==> src/rtl/scan_decoder.sv <==
// scan_decoder -- registered binary-to-one-hot decoder with an optional
// free-running line scanner.
//
// Decode mode (mode=0): each sel accepted via in_valid/in_ready shows up one
// cycle later as out = 1 << sel and is held until the next accepted sel.
// Scan mode (mode=1): out walks from bit 0 to bit 2**SEL_W-1 and wraps.
// Each line is held dwell+1 cycles, and wrap pulses on the first cycle
// back at bit 0.
//
// Build option: define SCAN_DECODER_SCAN_EN to include the scan mode, the
// dwell counter and the wrap logic. Without it, mode=1 leaves the block idle,
// wrap stays 0 and dwell is ignored.
//
// Ports:
//   clk        clock, all state changes on the rising edge
//   rst_n      asynchronous active-low reset
//   en         block enable; 0 returns the block to idle
//   mode       0 = decode, 1 = scan
//   in_valid   sel is valid (decode mode)
//   in_ready   sel is accepted this cycle
//   sel        index to decode
//   dwell      extra cycles each scan line is held
//   out        registered one-hot (or all-zero) output
//   out_valid  out holds a decoded or scanned line
//   cur_sel    binary index of the asserted out bit
//   wrap       one-cycle pulse when the scan wraps to bit 0
//
// state  | meaning
// IDLE   | outputs cleared, waiting for en
// DECODE | decode mode, out holds the last accepted sel
// SCAN   | scan mode, out walks through the lines
module scan_decoder #(
  parameter int SEL_W   = 4,
  parameter int DWELL_W = 8
) (
  input  logic                clk,
  input  logic                rst_n,
  input  logic                en,
  input  logic                mode,
  input  logic                in_valid,
  output logic                in_ready,
  input  logic [SEL_W-1:0]    sel,
  input  logic [DWELL_W-1:0]  dwell,
  output logic [2**SEL_W-1:0] out,
  output logic                out_valid,
  output logic [SEL_W-1:0]    cur_sel,
  output logic                wrap
);

  localparam int N = 2**SEL_W;
  localparam logic [N-1:0] ONE = N'(1);

  typedef enum logic [1:0] {
    ST_IDLE   = 2'd0,
    ST_DECODE = 2'd1,
    ST_SCAN   = 2'd2
  } state_t;

  state_t state, state_nxt;

  logic [N-1:0]     out_nxt;
  logic             out_valid_nxt;
  logic [SEL_W-1:0] cur_sel_nxt;
  logic             wrap_nxt;

`ifdef SCAN_DECODER_SCAN_EN
  logic [DWELL_W-1:0] cnt, cnt_nxt;
`else
  logic unused_dwell;
  assign unused_dwell = ^dwell;
`endif

  assign in_ready = ((state == ST_IDLE) || (state == ST_DECODE)) && en && !mode;

  always_comb begin
    state_nxt     = state;
    out_nxt       = out;
    out_valid_nxt = out_valid;
    cur_sel_nxt   = cur_sel;
    wrap_nxt      = 1'b0;
`ifdef SCAN_DECODER_SCAN_EN
    cnt_nxt       = cnt;
`endif
    case (state)
      ST_IDLE, ST_DECODE: begin
        if (en && !mode) begin
          state_nxt = ST_DECODE;
          if (in_valid) begin
            out_nxt       = ONE << sel;
            cur_sel_nxt   = sel;
            out_valid_nxt = 1'b1;
          end
        end else if (en && (state == ST_IDLE)) begin
`ifdef SCAN_DECODER_SCAN_EN
          state_nxt     = ST_SCAN;
          out_nxt       = ONE;
          cur_sel_nxt   = '0;
          out_valid_nxt = 1'b1;
          cnt_nxt       = dwell;
`else
          state_nxt = ST_IDLE;
`endif
        end else begin
          // en low, or a mode change while decoding
          state_nxt     = ST_IDLE;
          out_nxt       = '0;
          out_valid_nxt = 1'b0;
          cur_sel_nxt   = '0;
        end
      end
`ifdef SCAN_DECODER_SCAN_EN
      ST_SCAN: begin
        if (!en || !mode) begin
          state_nxt     = ST_IDLE;
          out_nxt       = '0;
          out_valid_nxt = 1'b0;
          cur_sel_nxt   = '0;
          cnt_nxt       = '0;
        end else if (cnt == '0) begin
          // rotate so the top line falls back to bit 0; dwell is re-sampled
          // here because a new line starts on the next cycle
          out_nxt     = {out[N-2:0], out[N-1]};
          cur_sel_nxt = cur_sel + SEL_W'(1);
          wrap_nxt    = (cur_sel == {SEL_W{1'b1}});
          cnt_nxt     = dwell;
        end else begin
          cnt_nxt = cnt - DWELL_W'(1);
        end
      end
`endif
      default: begin
        state_nxt     = ST_IDLE;
        out_nxt       = '0;
        out_valid_nxt = 1'b0;
        cur_sel_nxt   = '0;
      end
    endcase
  end

  always_ff @(posedge clk or negedge rst_n) begin
    if (!rst_n) begin
      state     <= ST_IDLE;
      out       <= '0;
      out_valid <= 1'b0;
      cur_sel   <= '0;
      wrap      <= 1'b0;
`ifdef SCAN_DECODER_SCAN_EN
      cnt       <= '0;
`endif
    end else begin
      state     <= state_nxt;
      out       <= out_nxt;
      out_valid <= out_valid_nxt;
      cur_sel   <= cur_sel_nxt;
      wrap      <= wrap_nxt;
`ifdef SCAN_DECODER_SCAN_EN
      cnt       <= cnt_nxt;
`endif
    end
  end

endmodule
==> config.mk <==
export PLATFORM = sky130hd
export DESIGN_NAME = scan_decoder
export DESIGN_NICKNAME = d
export VERILOG_FILES = /design/src/rtl/scan_decoder.sv
export SDC_FILE = /design/constraint.sdc
export NUM_CORES = 1
export LEC_CHECK = 0
export ABC_AREA = 1
export BUFFER_PORTS_ARGS = -buffer_cell sky130_fd_sc_hd__buf_4
export CORE_ASPECT_RATIO = 0.6
export CORE_UTILIZATION = 35
export DETAILED_ROUTE_END_ITERATION = 7
export GPL_ROUTABILITY_DRIVEN = 0
export PLACE_DENSITY_LB_ADDON = 0.2
export SLEW_MARGIN = 20
export SYNTH_ARGS = -nofsm -noshare
export SYNTH_HDL_FRONTEND = slang
export SYNTH_SLANG_ARGS = --single-unit
==> constraint.sdc <==
create_clock -name clk -period 1.05 [get_ports clk]
set_input_delay 0.21 -clock clk [delete_from_list [all_inputs] [get_ports clk]]
set_output_delay 0.21 -clock clk [all_outputs]
set_load 0.02 [all_outputs]
After elaboration in Yosys (flattened, before gate mapping)
Cells that the tools add are included.

operators by class
  equal/unequal tests = 3
  shift operators = 1
  multiplexer cells = 14
  reductions and logical operators = 9

operators with widths
  kind                                                                count
  16-bit 2-to-1 mux                                                   4
  4-bit 2-to-1 mux                                                    4
  1-bit by 4-bit left shift with 16-bit output, first input constant  1
  3-bit != test, second input constant                                2
  1-bit 2-to-1 mux                                                    5
  1-bit logical AND                                                   4
  2-bit by 1-bit == test with 1-bit output, second input constant     1
  2-bit logical NOT                                                   1
  2-bit 2-to-1 mux                                                    1
  2-bit AND reduction                                                 1
  2-bit OR reduction                                                  1
  1-bit logical NOT                                                   1
  1-bit logical OR                                                    1

word-level totals
  bits in registers = 23
  input bits = 17
  output and inout port bits = 23
  word-level logic and storage cells = 31

Logic depth before layout (Yosys ltp)
Gate-level depths: netlist (run 1).

  depth in word-level cells = 5
  gate-level depth with buffers = 5
  gate-level depth less buffers = 5

Worst setup path before layout (run 1)
OpenSTA, ideal clock, no wires.

  path kind = reg-to-reg
  start point = register state[0]
  end point = register out[1]
  library setup time = 0.117 ns
  arrival time = 0.840 ns
  required time = 0.933 ns
  slack = 0.093 ns
  stages on the path, launching flop included = 5
  path buffers = 0
  period minus slack after synthesis = 0.957 ns
  cell sequence = dfrtp_1 > a21oi_4 > nand2_1 > nand2_1 > nand2_1

on the way
  word-level cells in the longest chain between the ends = 4
  elaborated cells between the ends (all ways) = 8
  classes of those cells = eq/ne (3); mux (1); reduce/logical (4)

RTL lines
  element                                                                        line    text
  start: declaration                                                             59      state_t state, state_nxt;
  start signal: assignment                                                       151     state <= state_nxt;
  2-bit by 1-bit == test with 1-bit output or 2-bit logical NOT (tied branches)  84, 93
  2-bit OR reduction or 1-bit logical AND (tied branches)                        84, 93
  3-bit != test (no source line)                                                 n/a
  2-bit AND reduction (no source line)                                           n/a
  end signal: assignment                                                         152     out <= out_nxt;
  end: declaration                                                               44      output logic [2**SEL_W-1:0] out,

Parallel ways exist; a longest one is shown, timed or not.
A chain may end at the register's enable or synchronous reset.

Final worst setup path (run 1)
  start point = register out[9]
  end point = output port out[9]

No word-level cell between the ends.

==> results of run 1 <==
kinds of logic (layout without fill, tap and decap cells):
family | Yosys count | in the layout
compound gates | 5 | 5
buf+inv | 18 | 63
other cells | 1 | 1
flops | 22 | 22
simple gates | 75 | 75
metal layers:
layer  part of all wire, %  up-vias  GRT usage (%)
li1                      -      477              -
met1                    53      423          22.48
met2                    43       19          25.28
met3                   4.0        2          5.581
met4                  0.34        0          3.529
met5                     0        -              0
repair_timing:
item / 4_1_cts / 5_1_grt
hold buffers: 1 / 0
endpoints found under the hold margin: 22 / 0
endpoints found under the setup margin: 0 / 23
setup buffers: 0 / 8
gates resized for setup: 0 / 9
stage by stage:
stage          TNS (ns)  instance area [sq um]  cells  util [%]  hold slack (ns)
2_1_floorplan         0                   1026    121         -         -0.08559
3_3_place_gp   -0.03450                   1309    193     49.48           0.1117
3_5_place_dp   -0.06879                   1309    193     49.48           0.1160
4_1_cts               0                   1374    198     51.94           0.1906
5_1_grt        -0.08932                   1466    206     55.44           0.1979
6_report              0                   1466    206     55.44           0.1974
where the power goes:
group          switching, mW  internal, mW
clock                  0.264         0.334
sequential            0.0126         0.866
combinational          0.142        0.0947
total                  0.418          1.29
cell type report:
type	instances	area, sq um
fillers	256	1179
flip-flops and latches	22	550.5
multi-input cells	81	384.1
repair buffers	46	377.9
clock buffers	4	55.05
well taps	40	50.05
inverters	13	48.80
synth_stat cells, drive strengths merged:
library cell	number	area share, %
nand2	34	12
o21ai	4	2.0
nor2	9	3.5
dfrtp	22	54
a21oi	1	1.6
nor3	1	0.49
nand3b	2	1.5
buf	5	4.4
conb	1	0.37
inv	13	4.8
nand3	29	15
worst min-delay path, stage by stage:
cell and delay [ns]:
buf_4 0.09, nand3b_1 0.07, nand2_1 0.05
sequential cells by signal, indices dropped and copies added, names as in the netlist:
name,flops
out_valid,1
state,1
out,16
cur_sel,4
worst min-delay path by stage:
stage / from / endpoint / slack, ns / depth (start not counted)
2_1_floorplan: rst_n / cur_sel[0]$_DFFE_PN0P_ / -0.09 / 0
3_3_place_gp: rst_n / state[0]$_DFF_PN0_ / 0.11 / 1
3_5_place_dp: rst_n / state[0]$_DFF_PN0_ / 0.12 / 1
4_1_cts: sel[3] / out[14]$_DFFE_PN0P_ / 0.19 / 3
5_1_grt: sel[3] / out[14]$_DFFE_PN0P_ / 0.20 / 3
6_report: sel[3] / out[14]$_DFFE_PN0P_ / 0.20 / 3
==> run_results.csv, run 1 <==
group,metric,value,unit
yosys,avgSynthCellArea,8.479,sq um
floorplan,dieHeight,43.94,um
finish,finalNetCount,184,
critical_path,path_class,"flop to output pin",
grt,grt_overflow,0,
finish,layout_common_cells,"buf_4, nand2_1, nand3_1",
placement,io_buffers,30,
critical_path,critical_path_depth,1,
clock_tree,cts_tree,"built",
power_and_ir_drop,leakagePower,0.8519,nW
yosys,synthDistinctLibCells,15,
critical_path,reg2reg_to,"cur_sel[1]$_DFFE_PN0P_",
power_and_ir_drop,powerDensity,1168,nW/um^2
detailed_routing,wirelength,2366,um
grt,antenna_found_initial,0,
critical_path,r2r_slack,0.03,ns
power_and_ir_drop,power,1.713,mW
finish,insertedDiodeCount,0,
critical_path,cpMaxStageDelayCell,"dfrtp_1",
yosys,post_synth_xor_area_fraction,0,%
detailed_routing,dr_total_vias,921,
critical_path,arrival,0.81,ns
sta,setup_viol,0,
critical_path,startpoint_type,"flop",
clock_tree,clkTransAtPathRegs,0.07,ns
critical_path,r2r-start,"state[0]$_DFF_PN0_",
detailed_routing,wl_per_cell,11.49,um
clock_tree,root_buffer,"clkbuf_8",
critical_path,end_kind,"output pin",
yosys,synth-seq-area-share,53.66,%
clock_tree,cts_buffers,3,
detailed_routing,vias_per_cell,4.471,
sta,grt_setup_unrepaired,"true",
critical_path,crit_start,"out[9]$_DFFE_PN0P_",
sta,drv_slew,0,
critical_path,reg2regPathDepth,4,
critical_path,slowest_delay,0.39,ns
floorplan,die_area,3159,sq um
critical_path,critPathMaxFanout,2,
grt,grt_pass1_wl,3822,um
grt,track_usage,16.35,%
yosys,synth.area.mux_share,0,%
critical_path,worstPathRequired,0.84,ns
sta,min_period_over_period,97.30,%
yosys,synthCells,121,
sta,hold_viol,0,
yosys,ys_seq_elements,22,
finish,syn_to_final_growth,42.93,%
sta,setup_slack,0.02833,ns
critical_path,crit_end,"out[9]",
yosys,syn_area,1026,sq um
clock_tree,clk_path_buf_depth,2,
finish,final_common_cell,"buf_4",
yosys,synth_top_family_by_area,"simple AND/OR/NAND/NOR gates",
power_and_ir_drop,vdd_drop_max,0.4658,mV
floorplan,die_w,71.90,um
sta,period_minus_slack,1.022,ns
placement,dpl.hpwl,1771,um
sta,clock.fmax,978.8,MHz
detailed_routing,postRouteAntennaNets,0,
yosys,yosys.area_share.adder,0,%
detailed_routing,dr.pass1.iters,4,
floorplan,num_io_pins,40,
critical_path,cp_top_family,"flip-flops",
grt,first_global_vias,813,
placement,pre_cts_ws,-0.01582,ns
clock_tree,insertion_delay,0.26,ns
critical_path,path_cells,"buf_4",
detailed_routing,drc,0,
yosys,yosys.area_share.simple,33.29,%
finish,drive_above_1_share,32.53,%
run,cap_violations,0,
clock_tree,clock-sinks,22,
worst_hold_path,hold_class,"primary input to flop",
detailed_routing,drt-initial-drc-count,45,
critical_path,critical_path_buf_inv_count,1,
floorplan,core-area,2645,sq um
yosys,synth_compound_area_share,3.537,%
grt,grt_max_degree,23,
floorplan,initial_core_util,38.79,%
floorplan,rows,14,
status,status,"finished clean",
clock_tree,h-tree-depth,1,
sta,finalClockSkew,0.002977,ns
yosys,yosys_warnings,0,
yosys,syn-num-nets,138,
(Power assumes the default switching activity.)
==> run 2, diff against run 1 <==
--- a/config.mk
+++ b/config.mk
@@ -5,12 +5,12 @@
 export SDC_FILE = /design/constraint.sdc
 export NUM_CORES = 1
 export LEC_CHECK = 0
-export ABC_AREA = 1
 export BUFFER_PORTS_ARGS = -buffer_cell sky130_fd_sc_hd__buf_4
 export CORE_ASPECT_RATIO = 0.6
 export CORE_UTILIZATION = 35
 export DETAILED_ROUTE_END_ITERATION = 7
 export GPL_ROUTABILITY_DRIVEN = 0
+export GPL_TIMING_DRIVEN = 0
 export PLACE_DENSITY_LB_ADDON = 0.2
 export SLEW_MARGIN = 20
 export SYNTH_ARGS = -nofsm -noshare
==> run 2 against run 1 <==
The flow now finishes with violations (setup timing). Fmax decreased by 4.1%. First-iteration DRC count rose by 60%. Via count down 13%. Clock power about the same. Setup slack got worse by 0.043 ns. Hold slack better by 0.018 ns. Wire length up 1.1%. Non-clock buffer count is 2 higher. Sequential share of layout area is 0.57 points lower. Clock skew up 0.0042 ns. Largest cell class unchanged. Highest routed layer unchanged.
==> run_results.csv, run 2 <==
group,metric,value,unit
yosys,ys_seq_elements,22,
finish,regArea,550.5,sq um
floorplan,initial_core_util,37.85,%
detailed_routing,dr.pass1.iters,4,
grt,track_usage,15.71,%
detailed_routing,dr_total_vias,797,
detailed_routing,drc,0,
detailed_routing,wirelength,2392,um
yosys,yosys.area.top_type_share,56.48,%
detailed_routing,drt-initial-drc-count,72,
floorplan,rows,14,
sta,setup_viol,3,
grt,first_global_vias,674,
critical_path,reg2regPathDepth,3,
floorplan,num_io_pins,40,
critical_path,reg2reg_to,"out[0]$_DFFE_PN0P_",
grt,antenna_found_initial,0,
yosys,ys_async_sr_fraction,100.0,%
clock_tree,insertion_delay,0.26,ns
critical_path,worstPathRequired,1.23,ns
yosys,synthTopCellsByArea,"dfrtp_1, nand2_1, o22ai_1, o22ai_2, o2bb2ai_1",
finish,syn_to_final_growth,52.76,%
sta,period_minus_slack,1.065,ns
finish,largest_reg_flops,16,
critical_path,path_class,"flop to flop",
sta,holdWs,0.2152,ns
critical_path,arrival,1.25,ns
yosys,synth-edff-count,0,
power_and_ir_drop,leakagePower,0.6866,nW
detailed_routing,vias_per_cell,4.890,
yosys,yosys_warnings,0,
clock_tree,cts_buffers,3,
sta,min_period_over_period,101.4,%
power_and_ir_drop,powerDensity,1173,nW/um^2
worst_hold_path,min_path_cells,2,
worst_hold_path,hold_start,"sel[0]",
yosys,ys.flop_type,"dfrtp_1",
clock_tree,cts_tree,"built",
worst_hold_path,min_to,"cur_sel[0]$_DFFE_PN0P_",
finish,fin_area,1489,sq um
finish,largest_register,"out",
grt,met2_usage,18.85,%
status,violations,"setup timing",
worst_hold_path,hold_class,"primary input to flop",
critical_path,end_kind,"flop",
grt,busiest_layer,"met1",
finish,layout_common_cells,"buf_4, dfrtp_1, nand2_1",
yosys,synth_area_leader_cell,"dfrtp_1",
clock_tree,clk_path_buf_depth,2,
critical_path,startpoint_type,"flop",
yosys,syn-num-nets,103,
power_and_ir_drop,vdd_drop_max,0.5815,mV
clock_tree,h-tree-depth,1,
sta,hold_viol,0,
floorplan,dieHeight,42.88,um
clock_tree,clkTransAtPathRegs,0.08,ns
sta,finalSetupTns,-0.03353,ns
grt,grt_pass1_wl,3484,um
finish,largestRegisters,"out (16), cur_sel (4)",
sta,grt_setup_unrepaired,"true",
finish,multi_input_area,435.4,sq um
finish,drive_above_1_share,50.38,%
power_and_ir_drop,power,1.746,mW
floorplan,die_w,70.13,um
yosys,synth.most_common_cell,"dfrtp_1",
grt,grt_max_degree,23,
yosys,synthDistinctLibCells,22,
clock_tree,root_buffer,"clkbuf_8",
detailed_routing,postRouteAntennaNets,0,
critical_path,critPathMaxFanout,5,
run,cap_violations,0,
critical_path,r2r-start,"state[0]$_DFF_PN0_",
grt,grt_overflow,0,
finish,fill_cells,219,
yosys,ys_top_cells_by_count,"dfrtp_1, nand2_1, o22ai_1, o22ai_2",
finish,finalNetCount,149,
placement,io_buffers,29,
placement,dpl.hpwl,1585,um
yosys,syn_area,974.7,sq um
finish,final_common_cell,"buf_4",
placement,dpl_cell_area,1232,sq um
floorplan,die_area,3007,sq um
sta,setup_slack,-0.01504,ns
yosys,synthCells,86,
yosys,avgSynthCellArea,11.33,sq um
sta,finalClockSkew,0.007225,ns
critical_path,r2r_slack,-0.02,ns
sta,clock.fmax,938.9,MHz
yosys,synth-seq-area-share,56.48,%
critical_path,crit_start,"state[0]$_DFF_PN0_",
grt,grt_use_met3,6.176,%
status,status,"finished, violations left",
grt,use_met1,25.56,%
clock_tree,clock-sinks,22,
finish,insertedDiodeCount,0,
sta,drv_slew,0,
detailed_routing,wl_per_cell,14.67,um
floorplan,core-area,2575,sq um
[run 2: area by class of cell]
class | count | share of cell area, %
Multi-Input combinational cell | 57 | 29.24
Sequential cell | 22 | 36.97
Buffer | 7 | 4.118
Clock buffer | 4 | 3.697
Tap cell | 32 | 2.689
Timing Repair Buffer | 41 | 23.28
[run 2: where the power goes]
| group | leakage [nW] | switching (mW) | internal (mW) |
|---|---|---|---|
| Clock | 0.0288 | 0.266 | 0.334 |
| Sequential | 0.303 | 0.00936 | 0.863 |
| Combinational | 0.354 | 0.145 | 0.128 |
[run 2: timing repair]
action / 4_1_cts / 5_1_grt
pin swaps: 0 / 8
hold buffers: 1 / 0
cloned: 0 / 1
hold endpoints to repair: 22 / 0
buffers inserted: 1 / 9
resized for setup: 3 / 16
endpoints found under the setup margin: 8 / 22
[run 2: metrics by stage]
stage,std cells,setup slack (ns),utilization [%]
finish,163,-0.01504,57.82
global placement,147,-0.09595,47.86
CTS,153,-0.01788,51.26
global route,163,-0.04180,57.82
detailed placement,147,-0.1423,47.86
floorplan,86,0.07154,-
[run 2: cells by family after synthesis]
kind of cell / Yosys count / share of synthesized area (%)
and+or+nand+nor: 33 / 18.36
AOI/OAI and AO/OA: 22 / 18.23
DFF: 22 / 56.48
buffers and inverters: 7 / 5.006
muxes: 1 / 1.540
other: 1 / 0.3847
[run 2: worst max path at each step]
stage	depth (start not counted)	endpoint	slack, ns
2_1_floorplan	3	out[12]$_DFFE_PN0P_	0.07
3_5_place_dp	3	out[4]$_DFFE_PN0P_	-0.14
5_1_grt	3	out[11]$_DFFE_PN0P_	-0.04
6_report	3	out[0]$_DFFE_PN0P_	-0.02
4_1_cts	3	out[12]$_DFFE_PN0P_	-0.02
3_3_place_gp	3	out[15]$_DFFE_PN0P_	-0.1
[run 2: worst max-delay path, cell delays in order (launching register included)]
cell	delay, ns
dfrtp_1	0.38
mux2_4	0.30
clkbuf_16	0.17
o22ai_2	0.13
[run 2: metal layers]
layer	share of wire [%]	wire length, um
met1	53	1269
met4	0.33	8
met3	5.8	139
met5	0	0
met2	41	974
==> run 3, diff against run 2 <==
--- a/config.mk
+++ b/config.mk
@@ -11,7 +11,7 @@
 export DETAILED_ROUTE_END_ITERATION = 7
 export GPL_ROUTABILITY_DRIVEN = 0
 export GPL_TIMING_DRIVEN = 0
-export PLACE_DENSITY_LB_ADDON = 0.2
+export PLACE_DENSITY = 0.72
 export SLEW_MARGIN = 20
 export SYNTH_ARGS = -nofsm -noshare
 export SYNTH_HDL_FRONTEND = slang
==> run 3 against run 2 <==
The run now ends clean. Sequential share of layout area rose by 4.5 points. Largest cell class unchanged. Combinational power down 16%. Final cell count down 7.4%. Core utilization decreased by 6.2 points. First-iteration DRC count fell by 36%. Fmax increased by 2.7%.
==> run_results.csv, run 3 (synthesis results as in run 2) <==
group,metric,value,unit
grt,track_usage,16.25,%
worst_hold_path,min_to,"cur_sel[0]$_DFFE_PN0P_",
run,cap_violations,0,
placement,dp.cells,147,
clock_tree,h-tree-depth,1,
grt,grt_overflow,0,
critical_path,critical_path_depth,3,
clock_tree,clkTransAtPathRegs,0.07,ns
detailed_routing,wl_per_cell,15.02,um
critical_path,arrival,1.22,ns
finish,fin_cells,151,
finish,syn_to_final_growth,36.33,%
sta,hold_viol,0,
sta,finalClockSkew,0.001101,ns
finish,fill_cells,239,
critical_path,slowest_delay,0.38,ns
critical_path,reg2regPathDepth,3,
power_and_ir_drop,powerDensity,1208,nW/um^2
detailed_routing,dr.pass1.iters,4,
critical_path,r2r_slack,0.01,ns
sta,clock.fmax,964.1,MHz
worst_hold_path,min_path_cells,2,
finish,layout_common_cells,"buf_4, dfrtp_1, nand2_1",
critical_path,path_class,"flop to flop",
sta,grt_setup_unrepaired,"true",
floorplan,die_area,3007,sq um
grt,first_global_vias,702,
sta,finalSetupTns,0,ns
detailed_routing,drt-initial-drc-count,46,
clock_tree,clock-sinks,22,
finish,finalNetCount,138,
detailed_routing,postRouteAntennaNets,0,
grt,grt_max_degree,23,
finish,regArea,550.5,sq um
power_and_ir_drop,leakagePower,0.6089,nW
finish,final_common_cell,"buf_4",
sta,period_minus_slack,1.037,ns
critical_path,reg2reg_to,"out[5]$_DFFE_PN0P_",
critical_path,r2r-start,"state[0]$_DFF_PN0_",
grt,grt_pass1_wl,3677,um
power_and_ir_drop,vdd_drop_max,0.6663,mV
finish,largest_register,"out",
placement,io_buffers,29,
worst_hold_path,hold_start,"sel[0]",
detailed_routing,drc,0,
sta,drv_slew,0,
clock_tree,insertion_delay,0.25,ns
sta,setup_viol,0,
clock_tree,cts_buffers,3,
finish,largest_reg_flops,16,
sta,setup_slack,0.01271,ns
critical_path,path_cells,"mux2_4 > buf_6 > o22ai_1",
status,status,"finished clean",
floorplan,core-area,2575,sq um
finish,largestRegisters,"out (16), cur_sel (4)",
sta,min_period_over_period,98.79,%
critical_path,end_kind,"flop",
critical_path,cp_top_family,"flip-flops",
grt,antenna_found_initial,0,
detailed_routing,vias_per_cell,5.265,
placement,dpl.hpwl,1660,um
critical_path,critPathMaxFanout,10,
finish,drive_above_1_share,40.34,%
clock_tree,cts_tree,"built",
detailed_routing,wirelength,2268,um
critical_path,cpMaxStageDelayCell,"dfrtp_1",
floorplan,dieHeight,42.88,um
floorplan,initial_core_util,37.85,%
clock_tree,clk_path_buf_depth,2,
critical_path,critical_path_buf_inv_count,1,
detailed_routing,dr_total_vias,795,
critical_path,worstPathRequired,1.23,ns
finish,multi_input_area,400.4,sq um
floorplan,num_io_pins,40,
floorplan,rows,14,
critical_path,startpoint_type,"flop",
placement,pre_cts_ws,-0.1077,ns
floorplan,die_w,70.13,um
worst_hold_path,hold_class,"primary input to flop",
clock_tree,root_buffer,"clkbuf_8",
finish,insertedDiodeCount,0,
==> run 3: worst register-to-register path: stages (launching register included) <==
cell and delay, ns:
dfrtp_1 0.38, mux2_4 0.27, buf_6 0.15, o22ai_1 0.16
==> run 3: how the worst max path moves through the flow <==
stage / startpoint / slack [ns] / endpoint
6_report: state[0]$_DFF_PN0_ / 0.01 / out[5]$_DFFE_PN0P_
5_1_grt: state[0]$_DFF_PN0_ / -0.02 / out[5]$_DFFE_PN0P_
4_1_cts: state[0]$_DFF_PN0_ / -0.004 / out[14]$_DFFE_PN0P_
3_5_place_dp: mode / -0.11 / out[4]$_DFFE_PN0P_
3_3_place_gp: mode / -0.06 / out[4]$_DFFE_PN0P_
2_1_floorplan: state[0]$_DFF_PN0_ / 0.07 / out[12]$_DFFE_PN0P_
==> run 3: final cells by class <==
type                    count  share of cell area [%]
repair buffers             31                   18.83
well taps                  32                   3.013
flip-flops and latches     22                   41.43
plain buffers               6                   3.484
clock buffers               3                   3.107
multi-input cells          57                   30.13
==> run 3: repair_timing <==
| action | CTS | global route |
|---|---|---|
| resized for setup | 0 | 9 |
| pin swaps | 0 | 1 |
| endpoints found under the setup margin | 3 | 16 |
| gates cloned | 0 | 0 |
| setup buffers | 0 | 1 |
| hold endpoints to repair | 22 | 0 |
| hold buffers | 1 | 0 |
==> run 3: metrics by stage <==
step	instance area, sq um	power [mW]	hold WS, ns	utilization [%]
global placement	1232	1.101	0.1053	47.86
finish	1329	1.605	0.2264	51.60
CTS	1279	1.603	0.2235	49.66
detailed placement	1232	1.108	0.1166	47.86
global route	1329	1.688	0.2263	51.60
floorplan	974.7	1.007	-0.08559	-
==> run 3: routing by layer <==
| metal | track usage, % | vias to the layer above | part of all wire, % |
|---|---|---|---|
| li1 | - | 376 | - |
| met1 | 24.43 | 388 | 49 |
| met2 | 21.92 | 29 | 43 |
| met3 | 5.938 | 2 | 6.7 |
| met4 | 3.600 | 0 | 0.44 |
| met5 | 0 | - | 0 |
==> run 3: where the power goes <==
part	leakage (nW)	total (mW)	internal (mW)	switching (mW)
Clock	0.0216	0.503	0.255	0.248
Combinational	0.284	0.229	0.0963	0.132
Sequential	0.303	0.873	0.863	0.00989
Total	0.609	1.61	1.22	0.390
